**src/rtl/lrf_pkg.sv**
```systemverilog
// Shared definitions for the laser range finder emitter and receiver.
// Window width default is shared so both sides agree on range.
package lrf_pkg;

  localparam int LRF_WIDTH = 8;

  typedef enum logic [1:0] {
    ST_IDLE   = 2'd0,
    ST_FIRE   = 2'd1,
    ST_LISTEN = 2'd2,
    ST_HOLD   = 2'd3
  } lrf_state_t;

  function automatic int max_int(input int a, input int b);
    return (a > b) ? a : b;
  endfunction

endpackage

```
**src/rtl/lrf_down_timer.sv**
```systemverilog
// Loadable down-counter with zero flag.
// Times both the laser pulse and the cooling holdoff.
module lrf_down_timer #(
  parameter int W = 5
) (
  input  logic         clk,
  input  logic         rst,
  input  logic         load,
  input  logic [W-1:0] load_val,
  input  logic         dec,
  output logic [W-1:0] cnt,
  output logic         zero
);

  always_ff @(posedge clk or posedge rst) begin
    if (rst)
      cnt <= '0;
    else if (load)
      cnt <= load_val;
    else if (dec && cnt != '0)
      cnt <= cnt - 1'b1;
  end

  assign zero = (cnt == '0);

endmodule

```
**src/rtl/laser_emitter_ctrl.sv**
```systemverilog
// Laser emitter controller: fire, listen for echo, cool down.
// Single-shot or continuous operation with a safety abort.
module laser_emitter_ctrl
  import lrf_pkg::*;
#(
  parameter int WIDTH   = LRF_WIDTH,
  parameter int PW      = 4,
  parameter int HOLDOFF = 16,
  parameter int CNT_W   = 16
) (
  input  logic             clk,
  input  logic             rst,
  input  logic             start,
  input  logic             cont_en,
  input  logic             abort,
  input  logic [PW-1:0]    pulse_len,
  input  logic             rec_sensor,
  output logic             laser_fire,
  output logic             busy,
  output logic             echo_ok,
  output logic             shot_done,
  output logic [CNT_W-1:0] shot_cnt
);

  localparam int TW = max_int(PW, $clog2(HOLDOFF + 1));
  localparam logic [TW-1:0] HOLD_LD = TW'(HOLDOFF - 1);
  localparam logic HOLD_ONE = (HOLDOFF == 1);

  lrf_state_t state;
  logic [WIDTH-1:0] win_cnt;
  logic [PW-1:0]    pl_m1;
  logic [TW-1:0]    tmr_val;
  logic [TW-1:0]    tmr_cnt;
  logic             tmr_load;
  logic             tmr_dec;
  logic             tmr_zero;
  logic             go;
  logic             to_hold;

  assign go    = (start | cont_en) & ~abort;
  assign pl_m1 = (pulse_len == '0) ? '0 : pulse_len - 1'b1;
  assign busy  = (state != ST_IDLE);

  // rec_sensor is blanked in FIRE; only abort leaves FIRE early
  assign to_hold =
    (state == ST_FIRE && abort) ||
    (state == ST_LISTEN &&
     (abort || rec_sensor || (&win_cnt)));

  always_comb begin
    tmr_load = 1'b0;
    tmr_val  = '0;
    tmr_dec  = 1'b0;
    unique case (state)
      ST_IDLE: begin
        tmr_load = go;
        tmr_val  = TW'(pl_m1);
      end
      ST_FIRE: begin
        tmr_load = to_hold;
        tmr_val  = HOLD_LD;
        tmr_dec  = 1'b1;
      end
      ST_LISTEN: begin
        tmr_load = to_hold;
        tmr_val  = HOLD_LD;
      end
      ST_HOLD: tmr_dec = 1'b1;
      default: ;
    endcase
  end

  lrf_down_timer #(.W(TW)) u_tmr (
    .clk      (clk),
    .rst      (rst),
    .load     (tmr_load),
    .load_val (tmr_val),
    .dec      (tmr_dec),
    .cnt      (tmr_cnt),
    .zero     (tmr_zero)
  );

  always_ff @(posedge clk or posedge rst) begin
    if (rst) begin
      state      <= ST_IDLE;
      laser_fire <= 1'b0;
      echo_ok    <= 1'b0;
      shot_done  <= 1'b0;
      shot_cnt   <= '0;
      win_cnt    <= '0;
    end else begin
      shot_done <= 1'b0;
      unique case (state)
        ST_IDLE: begin
          if (go) begin
            state      <= ST_FIRE;
            laser_fire <= 1'b1;
          end
        end
        ST_FIRE: begin
          if (abort) begin
            state      <= ST_HOLD;
            laser_fire <= 1'b0;
            echo_ok    <= 1'b0;
            shot_done  <= HOLD_ONE;
          end else if (tmr_zero) begin
            state      <= ST_LISTEN;
            laser_fire <= 1'b0;
            win_cnt    <= '0;
          end
        end
        ST_LISTEN: begin
          win_cnt <= win_cnt + 1'b1;
          if (to_hold) begin
            state     <= ST_HOLD;
            echo_ok   <= rec_sensor & ~abort;
            shot_done <= HOLD_ONE;
          end
        end
        ST_HOLD: begin
          if (tmr_zero) begin
            state    <= ST_IDLE;
            shot_cnt <= shot_cnt + 1'b1;
          end else begin
            // registered pulse lands on the final HOLD cycle
            shot_done <= (tmr_cnt == TW'(1));
          end
        end
        default: state <= ST_IDLE;
      endcase
    end
  end

endmodule

```
**config.mk**
```make
export PLATFORM = sky130hd
export DESIGN_NAME = laser_emitter_ctrl
export DESIGN_NICKNAME = d
export VERILOG_FILES = /design/src/rtl/lrf_pkg.sv /design/src/rtl/lrf_down_timer.sv /design/src/rtl/laser_emitter_ctrl.sv
export SDC_FILE = /design/constraint.sdc
export NUM_CORES = 1
export LEC_CHECK = 0
export ABC_AREA = 1
export ABC_CLOCK_PERIOD_IN_PS = 2100
export BUFFER_PORTS_ARGS = -buffer_cell sky130_fd_sc_hd__buf_2
export CORE_MARGIN = 1
export CORE_UTILIZATION = 29
export CTS_BUF_LIST = sky130_fd_sc_hd__clkbuf_4 sky130_fd_sc_hd__clkbuf_8 sky130_fd_sc_hd__clkbuf_16
export DETAILED_ROUTE_END_ITERATION = 12
export PLACE_DENSITY = 0.48
export SLEW_MARGIN = 40
export SYNTH_ARGS = -nofsm -noshare
export SYNTH_HDL_FRONTEND = slang
export SYNTH_SLANG_ARGS = --single-unit
```
**constraint.sdc**
```tcl
create_clock -name clk -period 2.1 [get_ports clk]
set_input_delay 0.21 -clock clk [delete_from_list [all_inputs] [get_ports clk]]
set_output_delay 0.21 -clock clk [all_outputs]
set_load 0.005 [all_outputs]
```
==> out/qor.txt <==
Outcome: complete, but fails checks
Failing checks: DRC
Maximum clock frequency: 0.580 GHz
Max FO, Critical Path: 8
Gate Count Post-Synth: 243
Worst clock skew: 8.90 ps
Register area share after synthesis: 0.418
Reg2Reg Depth: 7
Die width: 85.8 um
Core ar.: 6790 um2
Layout cell share with drive strength beyond 1: 0.179
Cell row count: 30
Pre-antenna DRT Iters: 8
Ports: 30
Critical path type: reg2reg
Startpoint type of the worst setup path: flip-flop
Mapped cell area: 2040 um2
CP required: 2310 ps
Via count: 1,601
N_diodes: 0
Post-Route Setup TNS: 0 ps
Port Buffer Count: 29
CTS tree: built
First-pass GRT wire length: 7120 um
Syn Area/Cell: 8.38 um2
Ys Warns: 0
Slew HR: 0.699
Synth Register Bits: 34
Die area: 7360 um2
Final min period: 1720 ps
Total CTS buffers: 5
Layout area overhead: 17.7%
Initial core utilization: 0.300
DR WL/cell: 10.4 um
Clock Pin Slew Worst Setup and Hold Paths: 70 ps
Unique masters post-synth: 26
Placer Congestion: 0.697
Die Span Y: 85.8 um
H-tree Lvls: 2
Worst vdd ir: 366 uV
Final nets: 301
Total GRT Usage: 0.123
Post-route ant nets: 0
Clk_lat worst skew: 280 ps
Max-Cap Viols: 0
Net Count, Synth: 265
Cells resized by post-CTS repair: 0
Initial antenna violation count: 0
Largest net degree at the start of global routing: 35
Final slew viol count: 0
Tcrit/Tclk final: 0.821
Post-CTS Hold Buffers: 0
RSZ-0062 raised after global routing: false
Initial DRC Count: 64
Cell Count, Final, Fillers Out: 376
Final HPWL DP: 3010 um
Critical Path End Type: flip-flop
Vias per inst: 4.26
Setup violations, final: 0
Leak Pwr: 1.26 nW
Dpl cells: 368
Pre-CTS setup slack: 358 ps
Post CTS Setup Buffer Count: 0
Overall routed net length: 3910 um
Grt ovf: 0
PD cells: 1090 nW/um2
Worst min path class: in2async
Number of global-route vias before repair: 1,603
Worst-Margin Slew: 452 ps
CTS root buf: clkbuf_8
Hold Violations, Final: 0
CP arrival: 1930 ps
Clock sink count: 34
Residual DRC: 1
Clock Tree Buf Depth: 2
Post-layout worst setup margin: 376 ps
==> worst paths after layout <==
path | from | end | slack [ps]
setup / recovery | u_tmr.cnt[0] | shot_cnt[12] | 380
hold / removal | rst | win_cnt[2] | 10
setup reg to reg | u_tmr.cnt[0] | shot_cnt[12] | 380
hold reg to reg | win_cnt[6] | win_cnt[6] | 490
max in group asynchronous | rst | shot_cnt[11] | 1760
min in group clk | rec_sensor | echo_ok | 200
==> worst max-delay path, stage by stage (launching register included) <==
cell     delay (ps)
dfrtp_1         400
inv_1           120
ha_1            230
nand4_4         180
nor2_1          250
nand4_1         180
nor2_1          150
xor2_1          150
==> cell type report <==
cell class,instances,area [um2]
well taps,96,120
clock buffers,7,90.1
multi-input cells,172,1040
flip-flops and latches,34,851
clock inverters,1,5.00
repair buffers,30,153
inverters,36,135
fillers,722,4400
==> state kept, by name (all words and copies together), names as in the netlist <==
signal / cells
shot_cnt: 16
echo_ok: 1
state: 2
laser_fire: 1
win_cnt: 8
shot_done: 1
u_tmr.cnt: 5
==> layout by cell type, fill, tap and decap left out, types with 2 or more instances in the layout <==
| cell | count |
|---|---|
| nand2_1 | 53 |
| inv_1 | 35 |
| dfrtp_1 | 34 |
| buf_2 | 29 |
| nor2_1 | 26 |
| nand3_1 | 16 |
| o21ai_0 | 15 |
| xor2_1 | 13 |
| ha_1 | 12 |
| xnor2_1 | 9 |
| clkbuf_8 | 6 |
| nor2_4 | 3 |
| nor3_1 | 3 |
| nand4_1 | 3 |
| a21oi_1 | 3 |
| o22ai_1 | 2 |
| nand3_4 | 2 |
| nor3_4 | 2 |
| nand2_2 | 2 |
| nand3b_1 | 2 |
==> synthesized netlist by cell type <==
cell | count | share of area
dfrtp_1 | 34 | 0.42
nand3_4 | 2 | 0.017
nand3_1 | 16 | 0.039
ha_1 | 12 | 0.074
xnor2_1 | 9 | 0.039
nor2_1 | 26 | 0.048
nor3_2 | 1 | 0.0049
o21ai_0 | 15 | 0.037
o21ai_1 | 1 | 0.0025
o22ai_1 | 2 | 0.0061
nand2_1 | 53 | 0.098
nor2_4 | 3 | 0.017
nand2_2 | 2 | 0.0061
nor3_4 | 2 | 0.016
nand4_1 | 3 | 0.0092
a211oi_1 | 1 | 0.0037
nand4_4 | 1 | 0.010
inv_2 | 1 | 0.0018
o31ai_1 | 1 | 0.0037
buf_4 | 1 | 0.0037
and3_1 | 1 | 0.0031
nor3_1 | 3 | 0.0074
a21oi_1 | 3 | 0.0074
nand3b_1 | 2 | 0.0074
inv_1 | 35 | 0.065
xor2_1 | 13 | 0.056
==> kinds of logic (layout without fill, tap and decap cells) <==
kind of cell | after synthesis | in the layout | synth area share
compound gates | 23 | 23 | 0.0602
xor+xnor | 22 | 22 | 0.0947
fa+ha+maj | 12 | 12 | 0.0738
buf+inv | 37 | 74 | 0.0701
flops | 34 | 34 | 0.418
simple gates | 115 | 115 | 0.283
==> stage by stage <==
| step | hold slack [ps] | instance area [um2] | power (mW) | util |
|---|---|---|---|---|
| global route | 51.9 | 2400 | 2.91 | 0.353 |
| finish | 11.2 | 2400 | 2.61 | 0.353 |
| detailed placement | 353 | 2300 | 2.14 | 0.339 |
| CTS | 34.3 | 2400 | 2.68 | 0.353 |
| floorplan | 352 | 2040 | 1.85 | - |
| global placement | 347 | 2300 | 2.14 | 0.339 |
==> layer usage <==
metal	up-vias	part of all wire	global-route usage
met4	0	0.011	0.0409
met3	5	0.035	0.0356
li1	837	-	-
met5	-	0	0
met2	26	0.47	0.203
met1	733	0.48	0.153
==> where the power goes <==
| part | internal (mW) | switching, mW | leakage [nW] |
|---|---|---|---|
| sequential | 0.786 | 0.122 | 0.459 |
| clock | 0.277 | 0.235 | 0.0517 |
| combinational | 0.444 | 0.750 | 0.750 |
| total | 1.51 | 1.11 | 1.26 |
Power figures use the tool's default switching activity.
